**src/rtl/fracn_feedback_divider.sv**
```systemverilog
// Fractional-N feedback divider: divides pclk by N = FCW_INT + carry, where carry
// comes from a first-order accumulator over FCW_FRAC. FCW updates are accepted
// through a valid/ready handshake only in IDLE or in the last cycle of a period.
//
// Ports:
//   pclk        in   DCO clock, all logic on posedge
//   resetn      in   asynchronous active-low reset
//   en          in   run enable
//   fcw_int     in   integer divide ratio (INT_W)
//   fcw_frac    in   fractional divide ratio, units of 2^-FRAC_W (FRAC_W)
//   fcw_valid   in   FCW offered
//   fcw_ready   out  FCW accepted this cycle when fcw_valid=1
//   div_pulse   out  one-cycle pulse in the last pclk cycle of each period
//   div_clk     out  divided clock, high ceil(N/2) / low floor(N/2) cycles
//   frac_err    out  accumulator residue after the latest period start (FRAC_W)
//   period_cnt  out  completed periods, wrapping (16)
//   pclk_cnt    out  pclk cycles spent in RUN, wrapping (32)
module fracn_feedback_divider #(
    parameter int unsigned INT_W   = 8,
    parameter int unsigned FRAC_W  = 16,
    parameter int unsigned MIN_DIV = 4
) (
    input  logic              pclk,
    input  logic              resetn,
    input  logic              en,
    input  logic [INT_W-1:0]  fcw_int,
    input  logic [FRAC_W-1:0] fcw_frac,
    input  logic              fcw_valid,
    output logic              fcw_ready,
    output logic              div_pulse,
    output logic              div_clk,
    output logic [FRAC_W-1:0] frac_err,
    output logic [15:0]       period_cnt,
    output logic [31:0]       pclk_cnt
);

    // Period counter needs one extra bit so int=2^INT_W-1 plus carry fits.
    localparam int unsigned CNT_W = INT_W + 1;
    localparam int unsigned SUM_W = FRAC_W + 1;

    typedef enum logic {
        IDLE = 1'b0,
        RUN  = 1'b1
    } state_e;

    state_e            state_q, state_d;
    logic [CNT_W-1:0]  cnt_q, cnt_d;
    logic [CNT_W-1:0]  n_q, n_d;
    logic [FRAC_W-1:0] acc_q, acc_d;
    logic [INT_W-1:0]  fcw_int_q, fcw_int_d;
    logic [FRAC_W-1:0] fcw_frac_q, fcw_frac_d;
    logic              fcw_ready_q, fcw_ready_d;
    logic              div_pulse_q, div_pulse_d;
    logic              div_clk_q, div_clk_d;
    logic [FRAC_W-1:0] frac_err_q, frac_err_d;
    logic [15:0]       period_cnt_q, period_cnt_d;
    logic [31:0]       pclk_cnt_q, pclk_cnt_d;

    logic              handshake;
    logic [INT_W-1:0]  int_ld, int_eff;
    logic [FRAC_W-1:0] frac_ld, frac_eff;
    logic [SUM_W-1:0]  sum;
    logic              terminal;
    logic              start;
    logic              run_d;
    logic              last_d;

    // Next-state and output decode; outputs are derived from the next-state
    // values so the registered outputs line up with cnt_q in the same cycle.
    always_comb begin
        state_d      = state_q;
        cnt_d        = cnt_q;
        n_d          = n_q;
        acc_d        = acc_q;
        frac_err_d   = frac_err_q;
        period_cnt_d = period_cnt_q;
        pclk_cnt_d   = pclk_cnt_q;
        start        = 1'b0;

        handshake = fcw_valid && fcw_ready_q;

        // Illegal integer ratios clamp to MIN_DIV with no fractional part.
        if (fcw_int < INT_W'(MIN_DIV)) begin
            int_ld  = INT_W'(MIN_DIV);
            frac_ld = '0;
        end else begin
            int_ld  = fcw_int;
            frac_ld = fcw_frac;
        end

        // A word accepted this cycle already governs a period starting next cycle.
        int_eff    = handshake ? int_ld : fcw_int_q;
        frac_eff   = handshake ? frac_ld : fcw_frac_q;
        fcw_int_d  = int_eff;
        fcw_frac_d = frac_eff;

        terminal = (state_q == RUN) && (cnt_q == (n_q - CNT_W'(1)));
        sum      = SUM_W'(acc_q) + SUM_W'(frac_eff);

        unique case (state_q)
            IDLE: begin
                if (en) begin
                    state_d = RUN;
                    start   = 1'b1;
                end
            end
            RUN: begin
                if (!en) begin
                    state_d = IDLE;
                    cnt_d   = '0;
                    acc_d   = '0;
                end else if (terminal) begin
                    start = 1'b1;
                end else begin
                    cnt_d = cnt_q + CNT_W'(1);
                end
            end
            default: begin
                state_d = IDLE;
            end
        endcase

        // Period start: advance accumulator, carry stretches this period by one.
        if (start) begin
            cnt_d      = '0;
            acc_d      = sum[FRAC_W-1:0];
            n_d        = CNT_W'(int_eff) + CNT_W'(sum[FRAC_W]);
            frac_err_d = sum[FRAC_W-1:0];
        end

        run_d  = (state_d == RUN);
        last_d = run_d && (cnt_d == (n_d - CNT_W'(1)));

        div_pulse_d = last_d;
        fcw_ready_d = !run_d || last_d;
        div_clk_d   = run_d && (cnt_d < ((n_d + CNT_W'(1)) >> 1));

        if (last_d) begin
            period_cnt_d = period_cnt_q + 16'd1;
        end
        if (run_d) begin
            pclk_cnt_d = pclk_cnt_q + 32'd1;
        end
    end

    // State, datapath and output registers.
    always_ff @(posedge pclk or negedge resetn) begin
        if (!resetn) begin
            state_q      <= IDLE;
            cnt_q        <= '0;
            n_q          <= CNT_W'(MIN_DIV);
            acc_q        <= '0;
            fcw_int_q    <= INT_W'(MIN_DIV);
            fcw_frac_q   <= '0;
            fcw_ready_q  <= 1'b0;
            div_pulse_q  <= 1'b0;
            div_clk_q    <= 1'b0;
            frac_err_q   <= '0;
            period_cnt_q <= '0;
            pclk_cnt_q   <= '0;
        end else begin
            state_q      <= state_d;
            cnt_q        <= cnt_d;
            n_q          <= n_d;
            acc_q        <= acc_d;
            fcw_int_q    <= fcw_int_d;
            fcw_frac_q   <= fcw_frac_d;
            fcw_ready_q  <= fcw_ready_d;
            div_pulse_q  <= div_pulse_d;
            div_clk_q    <= div_clk_d;
            frac_err_q   <= frac_err_d;
            period_cnt_q <= period_cnt_d;
            pclk_cnt_q   <= pclk_cnt_d;
        end
    end

    assign fcw_ready  = fcw_ready_q;
    assign div_pulse  = div_pulse_q;
    assign div_clk    = div_clk_q;
    assign frac_err   = frac_err_q;
    assign period_cnt = period_cnt_q;
    assign pclk_cnt   = pclk_cnt_q;

endmodule
```
**config.mk**
```make
export PLATFORM = sky130hd
export DESIGN_NAME = fracn_feedback_divider
export DESIGN_NICKNAME = d
export VERILOG_FILES = /design/src/rtl/fracn_feedback_divider.sv
export SDC_FILE = /design/constraint.sdc
export NUM_CORES = 1
export LEC_CHECK = 0
export CAP_MARGIN = 5
export CORE_MARGIN = 4
export CORE_UTILIZATION = 45
export DETAILED_ROUTE_END_ITERATION = 12
export HOLD_SLACK_MARGIN = 0.06
export PLACE_DENSITY = 0.7
export SYNTH_ARGS = -nofsm -noshare
export SYNTH_HDL_FRONTEND = slang
export SYNTH_SLANG_ARGS = --single-unit
```
**constraint.sdc**
```tcl
create_clock -name pclk -period 6.2 [get_ports pclk]
set_input_delay 0.93 -clock pclk [delete_from_list [all_inputs] [get_ports pclk]]
set_output_delay 0.93 -clock pclk [all_outputs]
set_load 0.03 [all_outputs]
```
---- Word-level counts from Yosys, hierarchy flattened ----
Index checks and enable logic that the tools add are counted.
storage, ports and cells
  output and inout bits ................... 67
  register bits after elaboration ......... 126
  input bits .............................. 28
operators by class
  $add $sub $neg .......................... 8
  reduce and logical (&&, ||, !) cells .... 8
  multiplexer cells ....................... 16
  $lt $le $gt $ge ......................... 2
  bitwise gates (word level) .............. 1
  equality and inequality tests ........... 3
operators by type and width
  cell                                                                   count
  16-bit 2-to-1 mux                                                      5
  9-bit 2-to-1 mux                                                       5
  32-bit by 1-bit adder with 32-bit output (second input constant)       1
  9-bit by 1-bit adder with 9-bit output (second input constant)         2
  9-bit equality test                                                    2
  9-bit by 1-bit subtractor with 9-bit output (second input constant)    2
  16-bit by 16-bit adder with 17-bit output                              1
  16-bit by 1-bit adder with 16-bit output (second input constant)       1
  8-bit 2-to-1 mux                                                       2
  8-bit by 1-bit adder with 9-bit output                                 1
  9-bit by 8-bit < comparator with 1-bit output                          1
  8-bit by 3-bit < comparator with 1-bit output (second input constant)  1
  1-bit logical AND                                                      4
  1-bit 2-to-1 mux                                                       3
  2-bit by 1-bit != test with 1-bit output (second input constant)       1
  1-bit case mux with 2 select lines                                     1
  2-bit AND reduction                                                    1
  2-bit nonzero test                                                     1
  1-bit logical NOT                                                      1
  1-bit logical OR                                                       1
  1-bit inverter                                                         1

---- Longest topological paths before layout ----
Gate-level depths: netlist of run 1.
  depth in word-level cells ............... 11
  mapped depth ............................ 31
  gate-level depth less buffers ........... 29

---- Worst setup path after synthesis of run 1 ----
No wires, ideal clock.
  path type ............................... input -> register
  start point ............................. input fcw_valid
  end point ............................... register period_cnt_q[1], in the netlist period_cnt[1]
  slack ................................... -1056 ps
  stages .................................. 28
  arrival ................................. 7131 ps
  path through ............................ nand2_1 clkbuf_1 a21oi_1 clkbuf_1 a22o_1 ha_1 fa_1 a21o_1 a21oi_1 o21bai_1 a21oi_1 o21bai_1 a211o_1 a2111oi_0 o31ai_1 a21o_1 a21o_1 ha_1 ha_1 mux2i_1 ha_1 nand4_1 o311ai_0 nand2_1 a221o_1 nor4_4 nand2_2 mux2_4
between the ends
  word-level cells in the longest chain between the ends .. 8
  elaborated cells on any way between the ends .. 9
ends and longest elaborated chain
  item                                         line  text
  start, declared                              28    input logic fcw_valid,
  1-bit logical AND                            80    handshake = fcw_valid && fcw_ready_q;
  16-bit 2-to-1 mux                            93    frac_eff = handshake ? frac_ld : fcw_frac_q;
  net fcw_frac_d[0]                            51    logic [FRAC_W-1:0] fcw_frac_q, fcw_frac_d;
  16-bit by 16-bit adder with 17-bit output    98    sum = SUM_W'(acc_q) + SUM_W'(frac_eff);
  8-bit by 1-bit adder with 9-bit output       127   n_d = CNT_W'(int_eff) + CNT_W'(sum[FRAC_W]);
  9-bit 2-to-1 mux                             124   if (start) begin
  9-bit by 1-bit subtractor with 9-bit output  132   last_d = run_d && (cnt_d == (n_d - CNT_W'(1)));
  9-bit equality test                          132
  1-bit logical AND                            132
  end signal, assigned                         172   period_cnt_q <= period_cnt_d;
  end, declared                                56    logic [15:0] period_cnt_q, period_cnt_d;
The timed path passes the listed nets, and every way through them passes these cells.
A chain may end at the register's enable or synchronous reset.

---- Worst setup path in the final report of run 1 ----
  start point ............................. input fcw_int[6]
  end point ............................... register div_clk_q, in the netlist div_clk
between the ends
  word-level cells in the longest chain between the ends .. 9
  elaborated cells on any way between the ends .. 11
ends and longest elaborated chain
  item                                           line  text
  start, declared                                26    input logic [INT_W-1:0] fcw_int,
  8-bit by 3-bit < comparator with 1-bit output  83    if (fcw_int < INT_W'(MIN_DIV)) begin
  16-bit 2-to-1 mux                              83
  16-bit 2-to-1 mux                              93
  net fcw_frac_d[0]                              51
  16-bit by 16-bit adder with 17-bit output      98
  8-bit by 1-bit adder with 9-bit output         127
  9-bit 2-to-1 mux                               124
  9-bit by 1-bit adder with 9-bit output         136   div_clk_d = run_d && (cnt_d < ((n_d + CNT_W'(1)) >> 1));
  9-bit by 8-bit < comparator with 1-bit output  136
  1-bit logical AND                              136
  net div_clk_d                                  54    logic div_clk_q, div_clk_d;
  end signal, assigned                           170   div_clk_q <= div_clk_d;
  end, declared                                  54
The timed path passes the listed nets, and every way through them passes these cells.

==> flow_summary_export.csv, run 1 <==
group,metric,value,unit
critical_path,arrival,6.87,ns
clock_network,clk_pin_slew,0.06,ns
outcome,status,"finished, violations left",
timing,setup_ws,-0.361,ns
yosys,ys_types,72,
timing,worst_slew_pin_slew,0.963,ns
worst_hold_path,min-delay-start,"pclk_cnt[31]$_DFFE_PN0P_",
worst_hold_path,hold_class,"reg -> reg",
yosys,avgSynthCellArea,9.97,um2
timing,min_period,6.56,ns
yosys,syn_nets,778,
timing,rsz0062_at_grt,"yes",
placement,place_area,8850,um2
critical_path,cp-start-kind,"primary input",
clock_network,cts_tree,"done",
floorplanning,fp.dieW,134,um
yosys,synth_cells,717,
timing,hold_ws,0.472,ns
cells_and_area,mostFrequentLayoutCell,"dfrtp_1",
timing,max_freq,0.152,GHz
yosys,yosys.area.top_type,"dfrtp_1",
power_and_ir_drop,p_per_area,409,nW/um2
yosys,yosys_warnings,0,
clock_network,cts_sinks,126,
clock_network,clkLatencyLatePin,0.43,ns
clock_network,cts_made_buffers,17,
yosys,synth_edf_count,0,
outcome,violations,"negative setup slack",
floorplanning,ios,95,
placement,routabilityCongestion,0.905,
drt,vias_per_cell,5.49,
global_route,top_usage_layer,"met2",
floorplanning,core,15400,um2
critical_path,worstPathRequired,6.51,ns
yosys,synth_top_family_by_area,"simple AND/OR/NAND/NOR gates",
cells_and_area,drive_gt1_share,21.8,%
cells_and_area,regArea,3160,um2
drt,wl_per_cell,17.3,um
yosys,async_flop_share,100,%
drt,routed_wl,19.3,mm
global_route,grt_antenna_before_repair,0,
global_route,global_route.usage.met3,4.76,%
placement,dpl.hpwl,13.7,mm
critical_path,r2r-start,"fcw_ready$_DFF_PN0_",
drt,drt_iter0_drc,360,
yosys,syn_area,7150,um2
drt,ant_nets,0,
critical_path,reg2reg_depth,28,
floorplanning,die_h,134,um
clock_network,cts_root_buf,"clkbuf_16",
cells_and_area,final_cell_mix,"dfrtp_1 (124), nand2_1 (104), clkdlybuf4s50_1 (85)",
power_and_ir_drop,irDropWorstVdd,283,uV
yosys,synth_flop_cell,"dfrtp_1",
global_route,grtUsageTotal,22.0,%
worst_hold_path,worstHoldPathCells,1,
worst_hold_path,holdPathEnd,"pclk_cnt[31]$_DFFE_PN0P_",
power_and_ir_drop,p_total,4020,uW
cells_and_area,multi_input_area,4080,um2
critical_path,crit_type,"in -> reg",
clock_network,ctsHoldBuffers,0,
critical_path,cp_max_fo,4,
floorplanning,num_rows,45,
drt,vias,6112,
yosys,seq_area_frac_synth,44.1,%
timing,relSlewSlack,35.8,%
cells_and_area,fill_cells,1195,
cells_and_area,antenna-diode-count,0,
global_route,met1_usage,29.8,%
timing,maxSlewViolCount,0,
yosys,synthMuxAreaShare,2.17,%
yosys,synth_compound_area_share,12.9,%
flow_run,drv_cap,0,
timing,period_share,106,%
timing,hold_viol_final,0,
placement,io_buffers,94,
yosys,synth-xor-area-share,12.0,%
global_route,overflow,0,
timing,tns,-4.97,ns
timing,finalSetupViolations,19,
critical_path,critPathMaxStageDelay,0.43,ns
critical_path,critical_path_buf_inv_count,2,
cells_and_area,area_growth,37.4,%
yosys,synth_fa_ha_area_share,5.88,%
floorplanning,die_area,18000,um2
power_and_ir_drop,p_leak,0.00453,uW
global_route,grtUsageMet2,35.0,%
clock_network,htreeDepth,4,
critical_path,endpoint_kind,"flop",
global_route,grt_pass1_wl,31.7,mm
yosys,yosysTopAreaCellShare,43.4,%
yosys,synth_seq_cells,126,
drt,dr.pass1.iters,5,
critical_path,r2r_slack,0.01,ns
floorplanning,start_util,46.5,%
yosys,yosys.area_share.simple,19.8,%
critical_path,r2r_end,"div_clk$_DFF_PN0_",
critical_path,slowest_stage,"or3_4",
clock_network,cts.path.max_buffers,2,
timing,finClkSkew,0.0172,ns
global_route,grt_max_degree,81,
yosys,synthTopCellsByArea,"dfrtp_1 (43%), xnor2_1 (8.6%), ha_1 (5.6%)",
critical_path,critPathTopFamily,"compound AO/OA/AOI/OAI gates",
cells_and_area,fin_area,9830,um2
global_route,grt_pass1_vias,6338,
drt,drc_errors,0,
cells_and_area,nNetsFinal,951,
==> kinds of logic (layout without fill, tap and decap cells) <==
kind of cell,Yosys count,after routing
AO/OA/AOI/OAI,123,123
XOR/XNOR,96,96
adder cells (fa/ha/maj),33,33
buffers and inverters,50,236
flip-flops,126,126
multiplexers,14,14
AND/OR/NAND/NOR,275,275
==> state kept, by name, indices dropped and copies added, names as in the netlist <==
| register | flops |
|---|---|
| fcw_frac_q | 16 |
| n_q | 9 |
| pclk_cnt | 32 |
| cnt_q | 9 |
| div_pulse | 1 |
| fcw_int_q | 8 |
| period_cnt | 16 |
| div_clk | 1 |
| fcw_ready | 1 |
| acc_q | 16 |
| state_q | 1 |
| frac_err | 16 |
==> repair_timing <==
item                                    CTS  global route
gates resized for setup                  53            19
pin swaps                                38            38
cloned                                    1             0
endpoints found under the setup margin   19            19
setup buffers                            12             7
==> cells in the mapped netlist, drive strengths merged (18+ instances only) <==
cell type and instances:
clkbuf 18, xor2 25, nand2 106, nor2 33, nand3 40, and3 20, a22o 21, ha 32
nand4 22, dfrtp 124, xnor2 70, inv 24, a21oi 25
==> area by class of cell <==
cell class	count	area share (%)
Clock buffer	20	4.65
Inverter	24	0.916
Sequential cell	126	32.1
Clock inverter	12	1.62
Timing Repair Buffer	180	16.6
Multi-Input combinational cell	541	41.5
Tap cell	211	2.69
==> worst max path at each step <==
| stage | start | to | slack, ns | cells past startpoint |
|---|---|---|---|---|
| after floorplan | fcw_valid | period_cnt[1]$_DFFE_PN0P_ | -0.38 | 29 |
| after global placement | fcw_int[4] | period_cnt[1]$_DFFE_PN0P_ | -0.98 | 29 |
| after detailed placement | fcw_int[7] | div_clk$_DFF_PN0_ | -1.19 | 31 |
| after CTS | fcw_int[5] | period_cnt[1]$_DFFE_PN0P_ | -0.39 | 30 |
| after global routing | fcw_int[6] | period_cnt[1]$_DFFE_PN0P_ | -0.56 | 30 |
| final | fcw_int[6] | div_clk$_DFF_PN0_ | -0.36 | 29 |
==> per-stage QoR <==
step,std cells,util (%),worst slack [ns]
2_1_floorplan,717,-,-0.376
4_1_cts,1108,63.0,-0.389
3_3_place_gp,1063,57.6,-0.976
3_5_place_dp,1063,57.6,-1.19
6_report,1114,63.9,-0.361
5_1_grt,1114,63.9,-0.557
==> worst register-to-register path: cells and delay by family, from the launching register on <==
kind / cells / cell delay [ns]
DFF: 1 / 0.41
and+or+nand+nor: 6 / 1.33
adders and majority gates: 4 / 0.93
AOI/OAI and AO/OA: 15 / 2.88
xor gates and xnor gates: 2 / 0.39
buffers and inverters: 1 / 0.15
==> layer usage <==
metal | routed length, um | vias to the layer above
met5 | 0 | -
met4 | 408 | 0
met3 | 956 | 28
met2 | 9200 | 185
met1 | 8720 | 3015
li1 | - | 2884
==> report_power, final <==
group	total [uW]	switching, uW	internal, uW
combinational	1790	941	849
clock	1040	387	656
sequential	1190	186	1010
(Power assumes the default switching activity.)
==> run 2: changes to the inputs <==
Settings changed: CORE_MARGIN 4 to 2, PLACE_DENSITY 0.7 to 0.73.
==> run 2 against run 1 <==
  * The flow still finishes with violations (negative setup slack)
  * Clock skew decreased by 0.0047 ns
  * Worst setup slack got worse by 0.12 ns
  * Utilization decreased by 0.59 points
  * Sequential power about the same
  * Fmax decreased by 1.8%
  * Wire length decreased by 1.8%
  * Total power increased by 1.0%
  * Register-to-register slack got worse by 0.16 ns
  * Non-clock buffer count increased by 13
  * Clock power about the same
  * Critical path depth increased by 2
  * Largest cell class unchanged
  * Largest power group unchanged
==> flow_summary_export.csv, run 2 (synthesis results as in run 1) <==
group,metric,value,unit
timing,rsz0062_at_grt,"yes",
drt,drt_iter0_drc,377,
power_and_ir_drop,pwr-share-seq,29.5,%
timing,relSlewSlack,44.5,%
power_and_ir_drop,power_switching,1530,uW
clock_network,clk_pin_slew,0.06,ns
drt,ant_nets,0,
timing,finClkSkew,0.0125,ns
critical_path,slowest_stage,"a2111oi_4",
cells_and_area,nNetsFinal,964,
critical_path,crit_type,"in -> reg",
floorplanning,die_h,130,um
cells_and_area,final_cells,1132,
clock_network,cts_root_buf,"clkbuf_16",
global_route,grt_pass1_wl,30.0,mm
floorplanning,num_rows,46,
drt,vias,6191,
timing,max_freq,0.150,GHz
flow_run,drv_cap,0,
cells_and_area,mostFrequentLayoutCell,"dfrtp_1",
clock_network,cts_sinks,126,
floorplanning,core,15700,um2
global_route,grt_pass1_vias,5940,
global_route,grtUsageTotal,22.8,%
cells_and_area,area_growth,39.2,%
critical_path,cp_max_fo,6,
cells_and_area,fill_cells,1221,
cells_and_area,drive_gt1_share,23.1,%
critical_path,cp-start-kind,"primary input",
outcome,violations,"negative setup slack",
clock_network,cts_made_buffers,17,
worst_hold_path,hold_class,"reg -> reg",
floorplanning,ios,95,
critical_path,arrival,6.99,ns
drt,routed_wl,18.9,mm
power_and_ir_drop,p_leak,0.00461,uW
critical_path,worstPathRequired,6.51,ns
cells_and_area,final_cell_mix,"dfrtp_1 (124), nand2_1 (104), buf_4 (91)",
power_and_ir_drop,irDropWorstVdd,185,uV
drt,wl_per_cell,16.7,um
power_and_ir_drop,pwr-share-clk,25.4,%
global_route,overflow,0,
cells_and_area,largest_reg_flops,32,
critical_path,endpoint_kind,"flop",
placement,place_ws,-1.08,ns
clock_network,htreeDepth,4,
timing,hold_viol_final,0,
timing,worst_slew_pin_slew,0.833,ns
placement,io_buffers,94,
drt,drc_errors,0,
drt,dr.pass1.iters,5,
clock_network,ctsHoldBuffers,0,
placement,dpl.hpwl,12.8,mm
timing,finalSetupViolations,19,
floorplanning,die_area,16900,um2
power_and_ir_drop,swShare,37.5,%
drt,vias_per_cell,5.47,
timing,setup_ws,-0.481,ns
placement,placed_cells,1074,
clock_network,cts.path.max_buffers,2,
power_and_ir_drop,p_int,2540,uW
floorplanning,start_util,45.5,%
timing,min_period,6.68,ns
floorplanning,fp.dieW,130,um
timing,period_share,108,%
outcome,status,"finished, violations left",
timing,maxSlewViolCount,0,
global_route,grt_antenna_before_repair,0,
clock_network,cts_tree,"done",
cells_and_area,antenna-diode-count,0,
placement,routabilityCongestion,0.895,
power_and_ir_drop,p_per_area,408,nW/um2
power_and_ir_drop,power_frac_comb,45.1,%
clock_network,clkLatencyLatePin,0.43,ns
critical_path,critPathMaxStageDelay,0.42,ns
global_route,grt_max_degree,67,
## run 2: power groups by stage
| stage | clock network [uW] | logic, uW | registers (uW) |
|---|---|---|---|
| after floorplan | 0 | 969 | 1270 |
| after global routing | 1090 | 2000 | 1220 |
| after global placement | 0 | 1630 | 1190 |
| after CTS | 1050 | 1740 | 1190 |
| final | 1030 | 1830 | 1200 |
| after detailed placement | 0 | 1660 | 1200 |
## run 2: per-stage QoR
step	total power (uW)	utilization, %	hold slack (ns)	TNS (ns)	area [um2]
after global routing	4300	63.4	0.501	-12.18	9950
after detailed placement	2860	56.7	0.462	-18.83	8900
after floorplan	2240	-	0.452	-5.52	7290
after global placement	2830	56.7	0.460	-16.78	8900
after CTS	3980	61.6	0.477	-6.31	9690
final	4070	63.4	0.474	-7.96	9950
## run 2: area by class of cell
type                            count  area, um2  area share (%)
Clock inverter                     13        163            1.63
Clock buffer                       19        453            4.55
Multi-Input combinational cell    541       4070            40.8
Sequential cell                   126       3160            31.7
Inverter                           24       90.1           0.905
Timing Repair Buffer              193       1760            17.6
Tap cell                          216        270            2.71
## run 2: path summary, 6_finish.rpt
kind	startpoint	to	slack, ns	cells after the start
worst min-delay path	frac_err[10]$_DFFE_PN0P_	frac_err[10]$_DFFE_PN0P_	0.47	2
worst max-delay path	fcw_int[6]	period_cnt[1]$_DFFE_PN0P_	-0.48	31
min in group asynchronous	resetn	frac_err[11]$_DFFE_PN0P_	0.58	1
max in group asynchronous	resetn	pclk_cnt[21]$_DFFE_PN0P_	4.29	2
worst max register to register	fcw_ready$_DFF_PN0_	period_cnt[1]$_DFFE_PN0P_	-0.15	30
worst min register to register	frac_err[10]$_DFFE_PN0P_	frac_err[10]$_DFFE_PN0P_	0.47	2
## run 2: metal layers
metal / track usage, % / vias to the layer above / part of all wire (%)
li1: - / 2918 / -
met1: 31.7 / 3036 / 44
met2: 34.8 / 203 / 47
met3: 5.08 / 34 / 6.0
met4: 9.17 / 0 / 2.3
met5: 0 / - / 0
## run 2: critical path, delay by kind of cell
family	cells	cell delay, ns
adders and majority gates	5	1.19
AOI/OAI and AO/OA	14	2.75
xor gates and xnor gates	1	0.29
muxes	2	0.45
and+or+nand+nor	5	0.86
buffers and inverters	4	0.51
## run 2: what timing repair did
item | CTS | global route
buffers inserted | 12 | 14
gates resized for setup | 42 | 32
setup endpoints to repair | 19 | 19
pin swaps | 28 | 35
hold endpoints to repair | 0 | 0
gates cloned | 1 | 0
==> variant (flow settings as in run 2) <==
Make the reset (`resetn`) synchronous in one clocked block. Comments in the files are not updated.
--- a/src/rtl/fracn_feedback_divider.sv
+++ b/src/rtl/fracn_feedback_divider.sv
@@ -145,5 +145,5 @@
 
     // State, datapath and output registers.
-    always_ff @(posedge pclk or negedge resetn) begin
+    always_ff @(posedge pclk) begin
         if (!resetn) begin
             state_q      <= IDLE;
Check against the original RTL: differs if resetn is asserted again (counterexample within 4 cycles, from zero or initial values and one cycle with resetn low); with resetn held inactive, the same outputs for 10 cycles.
==> variant against run 2 <==
  * The run still ends with negative setup slack left
  * Design area is 2.3% lower
  * Die area is 1.6% lower
  * Sequential cell count unchanged
  * Area after synthesis down 1.6%
  * Routed wire length rose by 5.2%
  * Sequential share of layout area fell by 5.8 points
  * Critical path depth fell by 1
  * Setup slack better by 0.45 ns
  * Critical endpoint is now period_cnt[11]
Power is not compared: it rests on default switching activity, and its combinational part moved more than twofold at a synthesized area within 25%.
==> variant: results (changes against run 2) <==
- The global routing usage on met1 is 31.9% (+0.26 points).
- The initial detailed-routing violation count is 338 (-10%).
- The area of placed instances is 0.00874 mm2 (-1.8%).
- After synthesis, the cell types taking the most area are sky130_fd_sc_hd__dfxtp_1, sky130_fd_sc_hd__xor2_1, sky130_fd_sc_hd__ha_1, sky130_fd_sc_hd__nand2_1, sky130_fd_sc_hd__xnor2_1.
- The data arrival time of the worst path is 6.58 ns (-0.41 ns).
- The first-pass detailed-route iteration total is 8 (+3).
- The number of H-tree branching levels came to 4 (unchanged).
- The path category of the worst min-delay check is reg2reg.
- The post-DP HPWL was 13,300 um (+3.9%).
- The worst hold slack after final layout is 0.453 ns (-0.0212 ns).
- The slew at the pin with the worst max-slew slack is 0.858 ns (+0.0255 ns).
- The startpoint of the worst hold path is frac_err[15].
- The met2 capacity usage during global routing is 37.6% (+2.9 points).
- The xor/xnor cell area share of the yosys netlist is 11.0% (-1.0 points).
- The final worst slack is -0.0312 ns (+0.450 ns).
- The setup slack of the most critical reg-to-reg path came to 0.26 ns (+0.41 ns).
- The routed wire length is 19,900 um (+5.2%).
- The weighted congestion reported at the end of routability-driven placement is 0.930 (+3.9%).
- The global-route wire length before repair is 31,900 um (+6.0%).
- The pin count of the biggest net entering global routing is 71 (+6.0%).
- The length of routed wiring on met1 was 8960 um (+6.6%).
- The checks that failed: negative setup slack.
- The run finished, with violations left.
- The count of endpoints failing setup in the final report is 2 (-17).
- The met3 track demand over resource is 5.53% (+0.45 points).
- The maximum clock skew at final layout is 0.00773 ns (-0.00479 ns).
- The proportion of synthesized area in mux cells is 3.29% (+1.1 points).
- In this run the critical register-to-register path is launched from fcw_ready.
- The count of instances resized after the clock tree is built is 52 (+24%).
- The adder and majority cell fraction of the synthesized area was 5.98% (+0.097 points).
- The overall routing resource usage was 23.9% (+1.1 points).
- The routed length on met3 was 1400 um (+23%).
- The final layout net count is 1,064 (+10%).
- The slowest stage of the critical path is the sky130_fd_sc_hd__or4b_1 cell.
- The number of global-route vias before repair came to 6,528 (+9.9%).
- In the synthesized netlist, the cells that appear most often are sky130_fd_sc_hd__dfxtp_1, sky130_fd_sc_hd__nand2_1, sky130_fd_sc_hd__nor2_1.
- The total met2 wirelength after detailed routing is 9150 um (+2.1%).
- The number of flip-flops under the largest register name is 32 (unchanged).
- The share of the synthesized area in compound gates (AO/OA/AOI/OAI) is 16.6% (+3.7 points).
- The via density per instance was 5.51 (+0.68%).
- The share of layout cells above drive strength 1 is 19.8% (-3.4 points).
- The cell count of the worst reg-to-reg path is 29 (-3.3%).
- The sequential fraction of the synthesis area came to 35.9% (-8.3 points).
- The worst setup path startpoint is fcw_int[3].
- The initial antenna violation count was 0 (unchanged).
## variant: through the flow
stage                     power, uW  std cells  TNS, ns
after floorplan                1050        841   -0.337
after global placement         1150       1174    -9.78
after detailed placement       1160       1174   -12.40
after CTS                      2140       1214   -0.358
after global routing           2230       1227    -3.19
final                          2150       1227  -0.0406
## variant: layout make-up
| cell class | instances | area (um2) |
|---|---|---|
| timing repair buffer | 184 | 1620 |
| fill | 1285 | 5530 |
| tap | 211 | 264 |
| clock inverter | 13 | 140 |
| sequential | 126 | 2520 |
| clock buffer | 19 | 443 |
| multi-input combinational | 649 | 4640 |
| inverter | 25 | 93.8 |
## variant: power by group through the flow
stage | logic (uW) | registers [uW] | clock network (uW)
2_1_floorplan | 174 | 874 | 0
3_3_place_gp | 289 | 864 | 0
3_5_place_dp | 293 | 865 | 0
4_1_cts | 300 | 847 | 992
5_1_grt | 347 | 850 | 1030
6_report | 320 | 848 | 980
